## config.mk

```make
export PLATFORM = sky130hd
export DESIGN_NAME = serial_subtractor_flat
export DESIGN_NICKNAME = d
export VERILOG_FILES = /design/src/rtl/serial_subtractor_pkg.sv /design/src/rtl/serial_subtractor_if.sv /design/src/rtl/serial_subtractor_fs.sv /design/src/rtl/serial_subtractor.sv /design/src/flat_wrapper.sv
export SDC_FILE = /design/constraint.sdc
export NUM_CORES = 1
export LEC_CHECK = 0
export ABC_AREA = 0
export BUFFER_PORTS_ARGS = -buffer_cell sky130_fd_sc_hd__buf_2
export CAP_MARGIN = 25
export CORE_MARGIN = 2
export CORE_UTILIZATION = 54
export CTS_CLUSTER_DIAMETER = 40
export DETAILED_ROUTE_END_ITERATION = 10
export GPL_TIMING_DRIVEN = 0
export PLACE_DENSITY = 0.74
export SETUP_SLACK_MARGIN = 0.2
export SLEW_MARGIN = 20
export SYNTH_ARGS = -nofsm -noshare
export SYNTH_HDL_FRONTEND = slang
export SYNTH_HIERARCHICAL = 1
export SYNTH_SLANG_ARGS = --single-unit
```

## constraint.sdc

```tcl
create_clock -name clk -period 2.1 [get_ports clk]
set_clock_uncertainty 0.05 [all_clocks]
set_input_delay 0.21 -clock clk [delete_from_list [all_inputs] [get_ports clk]]
set_output_delay 0.21 -clock clk [all_outputs]
set_load 0.05 [all_outputs]
```

## src/rtl/serial_subtractor_pkg.sv

```systemverilog
// Shared arithmetic definitions: FSM state encoding and default datapath width.
package arith_pkg;
  localparam int unsigned ARITH_W = 8;

  typedef enum logic [1:0] {
    IDLE = 2'd0,
    RUN  = 2'd1,
    DONE = 2'd2
  } state_e;
endpackage

```

## src/rtl/serial_subtractor_if.sv

```systemverilog
// start/busy/done handshake and operand/result bus of the serial subtractor.
interface serial_subtractor_if
  import arith_pkg::*;
#(
  parameter int unsigned WIDTH = ARITH_W
);
  logic             start;
  logic [WIDTH-1:0] a;
  logic [WIDTH-1:0] b;
  logic             bin;
  logic             busy;
  logic             done;
  logic [WIDTH-1:0] diff;
  logic             bout;
  logic             ovf;

  modport master (
    output start, a, b, bin,
    input  busy, done, diff, bout, ovf
  );

  modport slave (
    input  start, a, b, bin,
    output busy, done, diff, bout, ovf
  );
endinterface

```

## src/rtl/serial_subtractor_fs.sv

```systemverilog
// One-bit full subtractor slice: d = a - b - bin, with borrow out.
module full_subtractor (
  input  logic a,
  input  logic b,
  input  logic bin,
  output logic d,
  output logic bout
);
  assign d    = a ^ b ^ bin;
  assign bout = (~a & b) | (~(a ^ b) & bin);
endmodule

```

## src/rtl/serial_subtractor.sv

```systemverilog
// Bit-serial WIDTH-bit subtractor, LSB first through one registered borrow.
// Result, borrow-out and signed overflow are held from done until the next start.
module serial_subtractor
  import arith_pkg::*;
#(
  parameter int unsigned WIDTH = ARITH_W
) (
  input logic                clk,
  input logic                rst,
  serial_subtractor_if.slave bus
);
  localparam int unsigned CW = $clog2(WIDTH);

  state_e           state;
  state_e           state_next;
  logic [WIDTH-1:0] sa;
  logic [WIDTH-1:0] sb;
  logic [WIDTH-1:0] diff_q;
  logic             br;
  logic [CW-1:0]    cnt;
  logic             a_msb;
  logic             b_msb;
  logic             busy_q;
  logic             done_q;
  logic             bout_q;
  logic             ovf_q;
  logic             d;
  logic             bnext;
  logic             last;

  full_subtractor u_fs (
    .a    (sa[0]),
    .b    (sb[0]),
    .bin  (br),
    .d    (d),
    .bout (bnext)
  );

  assign last = (cnt == CW'(WIDTH - 1));

  always_ff @(posedge clk or posedge rst) begin
    if (rst) state <= IDLE;
    else     state <= state_next;
  end

  always_comb begin
    state_next = state;
    unique case (state)
      IDLE:    if (bus.start) state_next = RUN;
      RUN:     if (last) state_next = DONE;
      DONE:    state_next = IDLE;
      default: state_next = IDLE;
    endcase
  end

  always_ff @(posedge clk or posedge rst) begin
    if (rst) begin
      sa     <= '0;
      sb     <= '0;
      diff_q <= '0;
      br     <= 1'b0;
      cnt    <= '0;
      a_msb  <= 1'b0;
      b_msb  <= 1'b0;
      busy_q <= 1'b0;
      done_q <= 1'b0;
      bout_q <= 1'b0;
      ovf_q  <= 1'b0;
    end else begin
      done_q <= 1'b0;
      unique case (state)
        IDLE: begin
          if (bus.start) begin
            sa     <= bus.a;
            sb     <= bus.b;
            br     <= bus.bin;
            cnt    <= '0;
            a_msb  <= bus.a[WIDTH-1];
            b_msb  <= bus.b[WIDTH-1];
            busy_q <= 1'b1;
          end
        end
        RUN: begin
          sa     <= {1'b0, sa[WIDTH-1:1]};
          sb     <= {1'b0, sb[WIDTH-1:1]};
          diff_q <= {d, diff_q[WIDTH-1:1]};
          br     <= bnext;
          // Final slice: d is the result MSB, so flags are computed from it directly.
          if (last) begin
            done_q <= 1'b1;
            bout_q <= bnext;
            ovf_q  <= (a_msb ^ b_msb) & (d ^ a_msb);
          end else begin
            cnt <= cnt + CW'(1);
          end
        end
        DONE:    busy_q <= 1'b0;
        default: ;
      endcase
    end
  end

  assign bus.busy = busy_q;
  assign bus.done = done_q;
  assign bus.diff = diff_q;
  assign bus.bout = bout_q;
  assign bus.ovf  = ovf_q;
endmodule

```

## src/flat_wrapper.sv

```systemverilog
// flat-port wrapper written by rule: the top's interface ports become plain ports
module serial_subtractor_flat import arith_pkg::*;
#(
  parameter int unsigned WIDTH = ARITH_W
)
  (clk, rst, bus_start, bus_a, bus_b, bus_bin, bus_busy, bus_done, bus_diff, bus_bout, bus_ovf);
  serial_subtractor_if #(.WIDTH(WIDTH)) bus_i ();
  input logic clk;
  input logic rst;
  input wire logic [$bits(bus_i.start)-1:0] bus_start;
  input wire logic [$bits(bus_i.a)-1:0] bus_a;
  input wire logic [$bits(bus_i.b)-1:0] bus_b;
  input wire logic [$bits(bus_i.bin)-1:0] bus_bin;
  output wire logic [$bits(bus_i.busy)-1:0] bus_busy;
  output wire logic [$bits(bus_i.done)-1:0] bus_done;
  output wire logic [$bits(bus_i.diff)-1:0] bus_diff;
  output wire logic [$bits(bus_i.bout)-1:0] bus_bout;
  output wire logic [$bits(bus_i.ovf)-1:0] bus_ovf;
  assign bus_i.start = bus_start;
  assign bus_i.a = bus_a;
  assign bus_i.b = bus_b;
  assign bus_i.bin = bus_bin;
  assign bus_busy = bus_i.busy;
  assign bus_done = bus_i.done;
  assign bus_diff = bus_i.diff;
  assign bus_bout = bus_i.bout;
  assign bus_ovf = bus_i.ovf;
  serial_subtractor #(.WIDTH(WIDTH)) u_core (.clk(clk), .rst(rst), .bus(bus_i));
endmodule
```

==> flow_summary_export.csv <==
group,metric,value,unit
outcome,outcome,"complete, no violations",
final_layout,n_antenna_cell,0,
synthesis,syn_area,1710,µm²
min_path,min_from,"bus_b[7]",
worst_setup_path,cp_cell_sequence,"ha_1 -> ha_1 -> and2b_1 -> o21bai_4 -> mux2_4",
synthesis,synth_edf_count,0,
min_path,holdCritPathClass,"primary input to register",
synthesis,synth-warning-count,6,
power,ir_worst_vdd,0.793,mV
floorplan,rows,20,
global_route,grt_max_degree,37,
worst_setup_path,crit_path_top_delay_cell,"dfrtp_1",
timing,worst_pin_slew,738,ps
final_layout,final_core_util,0.666,
floorplan,start_util,0.563,
clock_tree,cts_resized,0,
timing,setup_viol,0,
worst_setup_path,crit_path_start_kind,"register",
clock_tree,clockBufferDepth,2,
synthesis,synth_nets,175,
synthesis,async_reset_ff_frac,1.00,
timing,whs,71.2,ps
clock_tree,clkSinkCount,36,
clock_tree,h-tree-depth,2,
detailed_routing,drt_wl_total,3160,µm
clock_tree,cts_tree,"built",
detailed_routing,wl_per_cell,13.4,µm
synthesis,ys_ff_latch,36,
timing,fin_ws,508,ps
worst_setup_path,slowest_delay,410,ps
synthesis,avgSynthCellArea,11.2,µm²
timing,period_share,0.758,
worst_setup_path,worst-path-buf-inv,0,
detailed_routing,first_pass_iters,4,
clock_tree,cts_buffers,5,
placement,dp_hpwl,2320,µm
floorplan,dieArea,3620,µm²
synthesis,syn_inst,152,
detailed_routing,viasPerCell,5.17,
floorplan,fp.dieH,60.2,µm
final_layout,area_growth_syn_to_layout,18.2,%
worst_setup_path,crit_fanout,5,
clock_tree,clk_latency,330,ps
worst_setup_path,r2r_start,"u_core/cnt[0]",
clock_tree,clk_root_buffer_cell,"clkbuf_4",
placement,dpl_worst_slack,501,ps
detailed_routing,drt_iter0_drc,52,
worst_setup_path,cp_top_family,"adder cells",
timing,hold_viol,0,
timing,tns,0,ps
final_layout,filler_cell_count,251,
global_route,grt_pass1_vias,1214,
worst_setup_path,critPathMostFrequentCell,"ha_1",
synthesis,yosysSeqAreaShare,0.528,
final_layout,final_area,2020,µm²
timing,fin_crit,1590,ps
global_route,track_usage,0.205,
final_layout,final_nets,213,
floorplan,core-area,3030,µm²
floorplan,fp.dieW,60.2,µm
final_layout,drive_above_1_share,0.346,
timing,max_freq,628,MHz
timing,slew_headroom,0.507,
synthesis,yosysUniqueCellTypes,27,
placement,place_congestion,0.753,
detailed_routing,ant_nets,0,
worst_setup_path,worstPathArrival,1770,ps
clock_tree,cts_setup_buffers,0,
timing,slew_viol_final,0,
placement,numPortBuffers,30,
global_route,grt_antenna_before_repair,0,
worst_setup_path,crit_type,"register to register",
worst_setup_path,startpoint,"u_core/cnt[0]",
detailed_routing,drc,0,
detailed_routing,vias,1216,
power,leakage,0.956,nW
job,maxCapViolations,0,
worst_setup_path,critPathRequiredTime,2280,ps
power,p_per_area,1650,nW/µm²
global_route,grt_pass1_wl,5350,µm
placement,place_area,1910,µm²
worst_setup_path,crit_path_end_kind,"register",
floorplan,boundaryPins,32,
global_route,overflow,0,
clock_tree,cts_hold_buffers,1,
timing,rsz0062_at_grt,"false",
synthesis,synth-main-ff-cell,"dfrtp_1",
clock_tree,clkTransAtPathRegs,110,ps
-- per-layer routing --
| metal | wire [µm] | global-route usage | up-vias |
|---|---|---|---|
| met2 | 1600 | 0.321 | 26 |
| li1 | - | - | 603 |
| met1 | 1350 | 0.268 | 579 |
| met4 | 48 | 0.0984 | 0 |
| met3 | 161 | 0.0455 | 8 |
| met5 | 0 | 0 | - |
-- worst paths after layout --
kind / to / slack [ps] / depth (start not counted)
setup / recovery: u_core/cnt[0] / 510 / 5
hold / removal: u_core/b_msb / 70 / 2
setup reg to reg: u_core/cnt[0] / 510 / 5
hold reg to reg: u_core/sb[6] / 430 / 2
max in group asynchronous: u_core/sa[7] / 1040 / 3
min in group asynchronous: u_core/bus.diff[5] / 480 / 3
-- kinds of logic (layout without fill, tap and decap cells) --
logic type      Yosys count  in the layout  synth area share
fa+ha+maj                 3              3            0.0264
simple gates             44             44             0.147
buf+inv                  15             54            0.0543
mux                      12             12            0.0880
compound gates           42             42             0.156
flops                    36             36             0.528
-- synthesized netlist by cell type (2+ instances only) --
library cell / count / share of area
dfrtp_1: 36 / 0.53
nand2_1: 17 / 0.037
and2_1: 15 / 0.055
o21ai_0: 15 / 0.044
a31oi_1: 14 / 0.051
mux2_2: 8 / 0.053
a21oi_1: 6 / 0.018
inv_1: 6 / 0.013
mux2_4: 4 / 0.035
buf_4: 3 / 0.013
buf_6: 3 / 0.020
a22o_1: 2 / 0.010
and2_4: 2 / 0.010
and2b_1: 2 / 0.0088
buf_2: 2 / 0.0059
ha_1: 2 / 0.015
nor2_1: 2 / 0.0044
nor2b_1: 2 / 0.0073
o21ai_1: 2 / 0.0059
o21bai_4: 2 / 0.022
-- final cells by class --
type | count | area, µm² | share of cell area
Inverter | 6 | 22.5 | 0.0112
Clock buffer | 7 | 65.1 | 0.0323
Clock inverter | 1 | 30.0 | 0.0149
Buffer | 9 | 70.1 | 0.0348
Sequential cell | 36 | 901 | 0.447
Tap cell | 44 | 55.1 | 0.0273
Timing Repair Buffer | 31 | 160 | 0.0795
Multi-Input combinational cell | 101 | 712 | 0.353
-- flip-flops by register name (all words and copies together), names as in the netlist --
signal	flops
u_core/bus.diff	8
u_core/sa	8
u_core/sb	8
u_core/cnt	3
u_core/state	2
u_core/a_msb	1
u_core/b_msb	1
u_core/br	1
u_core/bus.bout	1
u_core/bus.busy	1
u_core/bus.done	1
u_core/bus.ovf	1
-- report_power, final --
group / internal (mW) / total (mW) / switching (mW)
clock network: 0.316 / 0.538 / 0.222
logic: 0.662 / 1.62 / 0.955
registers: 1.00 / 1.18 / 0.174
-- stage by stage --
step                std cells  total power [mW]
floorplan                 152              2.46
global placement          226              2.75
detailed placement        226              2.82
CTS                       235              3.37
global route              235              3.58
finish                    235              3.33
-- layout by cell type, fill, tap and decap left out, types with 2 or more instances in the layout --
cell type,n
buf_6,3
inv_1,5
buf_2,32
a22o_1,2
and2_1,15
and2_4,2
ha_1,2
mux2_4,4
a21oi_1,6
buf_4,3
and2b_1,2
o21ai_0,15
dfrtp_1,36
clkbuf_4,5
clkbuf_8,2
o21bai_4,2
nor2_1,2
mux2_2,8
nand2_1,17
nor2b_1,2
o21ai_1,2
a31oi_1,14
Power figures use the tool's default switching activity.
